`config.mk`:
```
export PLATFORM = sky130hd
export DESIGN_NAME = backprop_z_stack
export DESIGN_NICKNAME = d
export VERILOG_FILES = /design/src/rtl/backprop_pkg.sv /design/src/rtl/z_stack_mem.sv /design/src/rtl/backprop_z_stack.sv
export SDC_FILE = /design/constraint.sdc
export NUM_CORES = 1
export LEC_CHECK = 0
export ABC_AREA = 1
export ABC_CLOCK_PERIOD_IN_PS = 17700
export CELL_PAD_IN_SITES_DETAIL_PLACEMENT = 1
export CELL_PAD_IN_SITES_GLOBAL_PLACEMENT = 1
export CORE_ASPECT_RATIO = 1.5
export CORE_UTILIZATION = 50
export CTS_CLUSTER_DIAMETER = 120
export CTS_CLUSTER_SIZE = 30
export DETAILED_ROUTE_END_ITERATION = 8
export PLACE_DENSITY = 0.86
export SLEW_MARGIN = 10
export SYNTH_ARGS = -nofsm -noshare
export SYNTH_HDL_FRONTEND = slang
export SYNTH_HIERARCHICAL = 1
export SYNTH_SLANG_ARGS = --single-unit
export TNS_END_PERCENT = 20
```
`constraint.sdc`:
```
create_clock -name clk -period 17.7 [get_ports clk]
set_clock_uncertainty 0.15 [all_clocks]
set_input_delay 3.54 -clock clk [delete_from_list [all_inputs] [get_ports clk]]
set_output_delay 3.54 -clock clk [all_outputs]
set_load 0.01 [all_outputs]
```
`src/rtl/backprop_pkg.sv`:
```
// Shared types and field layout for the backprop activation stash.
// Latency: n/a (declarations only).
// Backpressure: n/a.
package backprop_pkg;

    localparam int SIZE      = 3;
    localparam int DATA_SIZE = 16;
    localparam int CTRL_W    = 66;

    // backprop_controll word: {valid, last, layer_idx[31:0], seq[31:0]}
    localparam int CTRL_VALID   = 65;
    localparam int CTRL_LAST    = 64;
    localparam int CTRL_IDX_MSB = 63;
    localparam int CTRL_SEQ_MSB = 31;

    typedef enum logic {
        S_FILL  = 1'b0,
        S_DRAIN = 1'b1
    } state_t;

    function automatic logic [CTRL_W-1:0] pack_ctrl(
        input logic        valid,
        input logic        last,
        input logic [31:0] layer_idx,
        input logic [31:0] seq
    );
        logic [CTRL_W-1:0] w;
        w = '0;
        w[CTRL_VALID]               = valid;
        w[CTRL_LAST]                = last;
        w[CTRL_IDX_MSB -: 32]       = layer_idx;
        w[CTRL_SEQ_MSB -: 32]       = seq;
        return w;
    endfunction

endpackage

```
`src/rtl/z_stack_mem.sv`:
```
// Layer storage array: one write port, one registered read port.
// Latency: read data valid 1 cycle after rd_en; writes visible next cycle.
// Backpressure: none; caller guarantees addresses are in range.
module z_stack_mem #(
    parameter  int depth  = 8,
    parameter  int width  = 96,
    localparam int addr_w = $clog2(depth)
) (
    input  logic              clk,
    input  logic              rst_n,
    input  logic              wr_en,
    input  logic [addr_w-1:0] wr_addr,
    input  logic [width-1:0]  wr_dat,
    input  logic              rd_en,
    input  logic [addr_w-1:0] rd_addr,
    output logic [width-1:0]  rd_dat
);

    logic [width-1:0] mem [depth];

    // Array contents are deliberately not reset; only the read register is.
    always_ff @(posedge clk) begin
        if (wr_en) begin
            mem[wr_addr] <= wr_dat;
        end
    end

    always_ff @(posedge clk) begin
        if (!rst_n) begin
            rd_dat <= '0;
        end else if (rd_en) begin
            rd_dat <= mem[rd_addr];
        end
    end

endmodule

```
`src/rtl/backprop_z_stack.sv`:
```
// LIFO stash of per-layer z / activation vectors, replayed last-layer-first for backprop.
// Latency: pop result registered 1 cycle after the accepting edge.
// Backpressure: push_ready low when full or draining; pops ignored unless draining.
module backprop_z_stack
    import backprop_pkg::*;
#(
    parameter  int size                   = SIZE,
    parameter  int data_size              = DATA_SIZE,
    parameter  int depth                  = 8,
    parameter  int backprop_controll_size = CTRL_W,
    localparam int bus_w                  = size * data_size,
    localparam int addr_w                 = $clog2(depth),
    localparam int cnt_w                  = addr_w + 1
) (
    input  logic                              clk,
    input  logic                              rst_n,
    input  logic                              clear,
    input  logic                              push_valid,
    output logic                              push_ready,
    input  logic [bus_w-1:0]                  push_z,
    input  logic [bus_w-1:0]                  push_predict,
    input  logic                              drain_start,
    input  logic                              pop_req,
    output logic [bus_w-1:0]                  z_out,
    output logic [bus_w-1:0]                  predict_value_out,
    output logic [backprop_controll_size-1:0] backprop_controll_out,
    output logic [cnt_w-1:0]                  count,
    output logic                              state_drain
);

    localparam logic [cnt_w-1:0] CNT_ONE  = cnt_w'(1);
    localparam logic [cnt_w-1:0] CNT_FULL = cnt_w'(depth);

    state_t            state;
    logic [31:0]       seq;
    logic              push_acc;
    logic              pop_acc;
    logic [cnt_w-1:0]  count_m1;
    logic [31:0]       layer_idx;
    logic [2*bus_w-1:0] rd_dat;

    assign push_ready  = (state == S_FILL) && (count < CNT_FULL);
    assign state_drain = (state == S_DRAIN);
    assign push_acc    = push_valid && push_ready;
    assign pop_acc     = (state == S_DRAIN) && pop_req && (count != '0);
    assign count_m1    = count - CNT_ONE;
    assign layer_idx   = {{(32-cnt_w){1'b0}}, count_m1};

    // Memory side effects are suppressed whenever reset or clear wins the cycle.
    z_stack_mem #(
        .depth (depth),
        .width (2*bus_w)
    ) u_mem (
        .clk     (clk),
        .rst_n   (rst_n),
        .wr_en   (push_acc && rst_n && !clear),
        .wr_addr (count[addr_w-1:0]),
        .wr_dat  ({push_predict, push_z}),
        .rd_en   (pop_acc && rst_n && !clear),
        .rd_addr (count_m1[addr_w-1:0]),
        .rd_dat  (rd_dat)
    );

    assign z_out             = rd_dat[bus_w-1:0];
    assign predict_value_out = rd_dat[2*bus_w-1:bus_w];

    always_ff @(posedge clk) begin
        if (!rst_n) begin
            state                 <= S_FILL;
            count                 <= '0;
            seq                   <= '0;
            backprop_controll_out <= '0;
        end else if (clear) begin
            state                             <= S_FILL;
            count                             <= '0;
            seq                               <= '0;
            backprop_controll_out[CTRL_VALID] <= 1'b0;
        end else begin
            // Valid is a one-cycle pulse; the other fields hold between pops.
            backprop_controll_out[CTRL_VALID] <= 1'b0;
            case (state)
                S_FILL: begin
                    if (push_acc) begin
                        count <= count + CNT_ONE;
                    end
                    // A push in the same cycle counts toward the non-empty check.
                    if (drain_start && ((count != '0) || push_acc)) begin
                        state <= S_DRAIN;
                        seq   <= '0;
                    end
                end
                S_DRAIN: begin
                    if (pop_acc) begin
                        count                 <= count_m1;
                        seq                   <= seq + 32'd1;
                        backprop_controll_out <= pack_ctrl(1'b1, count == CNT_ONE,
                                                           layer_idx, seq);
                        if (count == CNT_ONE) begin
                            state <= S_FILL;
                        end
                    end
                end
                default: state <= S_FILL;
            endcase
        end
    end

endmodule

```
==> impl_metrics.tcl <==
set metrics [dict create \
    hold_violations 0 \
    power_frac_comb_pct 9.1 \
    grt_use_met3_pct 4.397 \
    grt_most_used_layer "met2" \
    max_freq_mhz 134.5 \
    clockBufferDepth 3 \
    yosys.area_share.adder_pct 0.1266 \
    synth_top_family_by_area "simple AND/OR/NAND/NOR gates" \
    io_pins 270 \
    layout-drive-gt1-share_pct 2.549 \
    grt_overflow_total 0 \
    ys_ff_latch 939 \
    dieWidth_um 231.6 \
    finalSetupViolCount 0 \
    fin_crit_sh_pct 42.02 \
    wl_um 109700 \
    timing.hold.ws_ns 0.3649 \
    period_needed_ns 7.438 \
    synth_compound_area_share_pct 3.744 \
    avgSynthCellArea_sq_um 9.936 \
    vdd_drop_max_mv 0.07454 \
    slew_headroom_pct 20.19 \
    yosys.area_share.simple_pct 18.24 \
    rows 125 \
    cts_hold_buf 0 \
    clk_latency_ns 0.63 \
    crit_path_start_kind "input pin" \
    setup_slack_ns 10.26 \
    portBuffers 241 \
    cts-root-buf "clkbuf_16" \
    path_max_fanout 76 \
    postRouteAntennaNets 0 \
    drc_errors 0 \
    grt_pass1_vias 30331 \
    die_area_sq_mm 0.08022 \
    grt_pass1_wl_um 169200 \
    hp-class "flop to flop" \
    power.density_mw_per_mm2 87.53 \
    yosysTopAreaCellShare_pct 58.33 \
    worstMarginPinSlew_ns 1.197 \
    met2_usage_pct 50.12 \
    syn2layout_area_growth_pct 10.27 \
    power_frac_seq_pct 63.0 \
    worstSetupPathType "input pin to flop" \
    initial_utilization_pct 50.76 \
    dieHeight_um 346.4 \
    nNetsFinal 4198 \
    place_ws_ns 9.599 \
    synthArstFlopShare_pct 0 \
    cts_setup_buffers 0 \
    p_int_uw 2902 \
    arrival_ns 7.53 \
    cts.sinks 939 \
    worstPathRequired_ns 17.79 \
    synthXorXnorAreaFrac_pct 0.08861 \
    p_sw_share_pct 23.96 \
    num_vias 27814 \
    routedWlPerCell_um 21.33 \
    cap_violations 0 \
    synth_common_cells "958 x nand2_1, 817 x inv_1, 768 x edfxtp_1, 602 x nand3_1, 171 x dfxtp_1" \
    synth_edf_count 768 \
    end_kind "flop" \
    drtIter0Drc 1824 \
    synthMuxAreaShare_pct 0 \
    yosysTopAreaCell "edfxtp_1" \
    syn_inst 3979 \
    cts_tree "done" \
    grt_max_degree 190 \
    gp_congestion 0.7789 \
    antenna_found_initial 13 \
    core_area_sq_mm 0.07789 \
    yosys_most_used_dff "edfxtp_1" \
    clkPwrFrac_pct 27.9 \
    synth.most_common_cell "nand2_1" \
    dp_hpwl_um 67340 \
    postCtsResizedCells 0 \
    synth_warnings 6 \
    rsz0062_at_grt "false" \
    tns_ns 0 \
    gr-usage-all-layers_pct 27.53 \
    path_clk_slew_ns 0.12 \
    syn_area_sq_mm 0.03954 \
    dr.pass1.iters 5 \
    synth_cell_types 37 \
    h-tree-depth 2 \
    seq_area_frac_synth_pct 66.99 \
    p_leak_uw 0.01824 \
    outcome "finished clean" \
    slew_violations 0 \
    p_switching_uw 914.3 \
    grt_use_met1_pct 31.71 \
    cts_buffers 37 \
    synth_area_leaders "edfxtp_1 58%, nand2_1 9.1%, dfxtp_1 8.7%, inv_1 7.8%, nand3_1 7.6%" \
    vias_per_cell 5.409 \
]
## sequential cells by signal, indices dropped and copies added (netlist names)
signal                 cells
seq                       32
u_mem/rd_dat              96
backprop_controll_out     38
count                      4
u_mem/mem                768
state_drain                1
## per-layer routing
metal  up-vias  wire, um
met4        10      4089
met1     13973     41520
met3       208      5874
met5         -        57
li1      12840         -
met2       783     58130
## cell families after synthesis
logic type	count (synthesis)
AO/OA/AOI/OAI	292
flip-flops	939
buffers and inverters	1046
XOR/XNOR	4
other	1
adder cells (fa/ha/maj)	4
AND/OR/NAND/NOR	1693
## per-stage QoR
step / total power (uW) / std cells / utilization [%] / area (sq um)
after floorplan: 2657 / 4006 / - / 39640
after global placement: 2784 / 5069 / 54.58 / 42510
after detailed placement: 2799 / 5069 / 54.58 / 42510
after CTS: 3837 / 5135 / 55.95 / 43580
after global routing: 3921 / 5142 / 55.97 / 43600
final: 3816 / 5142 / 55.97 / 43600
## layout by cell type, fill, tap and decap left out, types with 4 or more instances in the layout
cell,count
ha_1,4
edfxtp_1,768
a21oi_1,142
nand2_1,958
clkbuf_16,37
clkbuf_1,26
nor3_2,4
clkdlybuf4s50_1,240
buf_4,30
nand3_1,602
nor2_1,98
dfxtp_1,171
o21ai_0,143
inv_6,4
diode_2,7
nor2_4,10
conb_1,28
nand4_1,4
inv_1,814
## final timing paths
kind | start | end | slack [ns] | depth (start not counted)
max reg2reg | count[0] | u_mem/rd_dat[15] | 13.00 | 10
max | rst_n | u_mem/mem[5][30] | 10.26 | 9
min reg2reg | count[0] | backprop_controll_out[32] | 0.36 | 1
min | count[0] | backprop_controll_out[32] | 0.36 | 1
## worst max-delay path, cell delays in order
cell and delay, ns:
buf_4 0.62, inv_1 0.26, nor2_1 0.45, inv_1 0.17, nor2_1 0.25, nand2_1 0.28, nor2_4 0.59, buf_4 0.43
buf_4 0.89
## final cells by class
cell class / instances / area (sq um)
inverter: 821 / 3115
clock buffer: 63 / 1023
timing repair buffer: 272 / 2668
clock inverter: 3 / 47.55
fill: 8638 / 34290
sequential: 939 / 26490
antenna: 7 / 17.52
multi-input combinational: 2021 / 8969
tap: 1016 / 1271
## power by group through the flow
stage	Clock, uW	Sequential [uW]	Combinational [uW]
2_1_floorplan	0	2460	202
3_3_place_gp	0	2450	331
3_5_place_dp	0	2450	344
4_1_cts	1090	2400	347
5_1_grt	1140	2410	375
6_report	1070	2400	346
No activity file was read; power rests on OpenSTA's default activity.
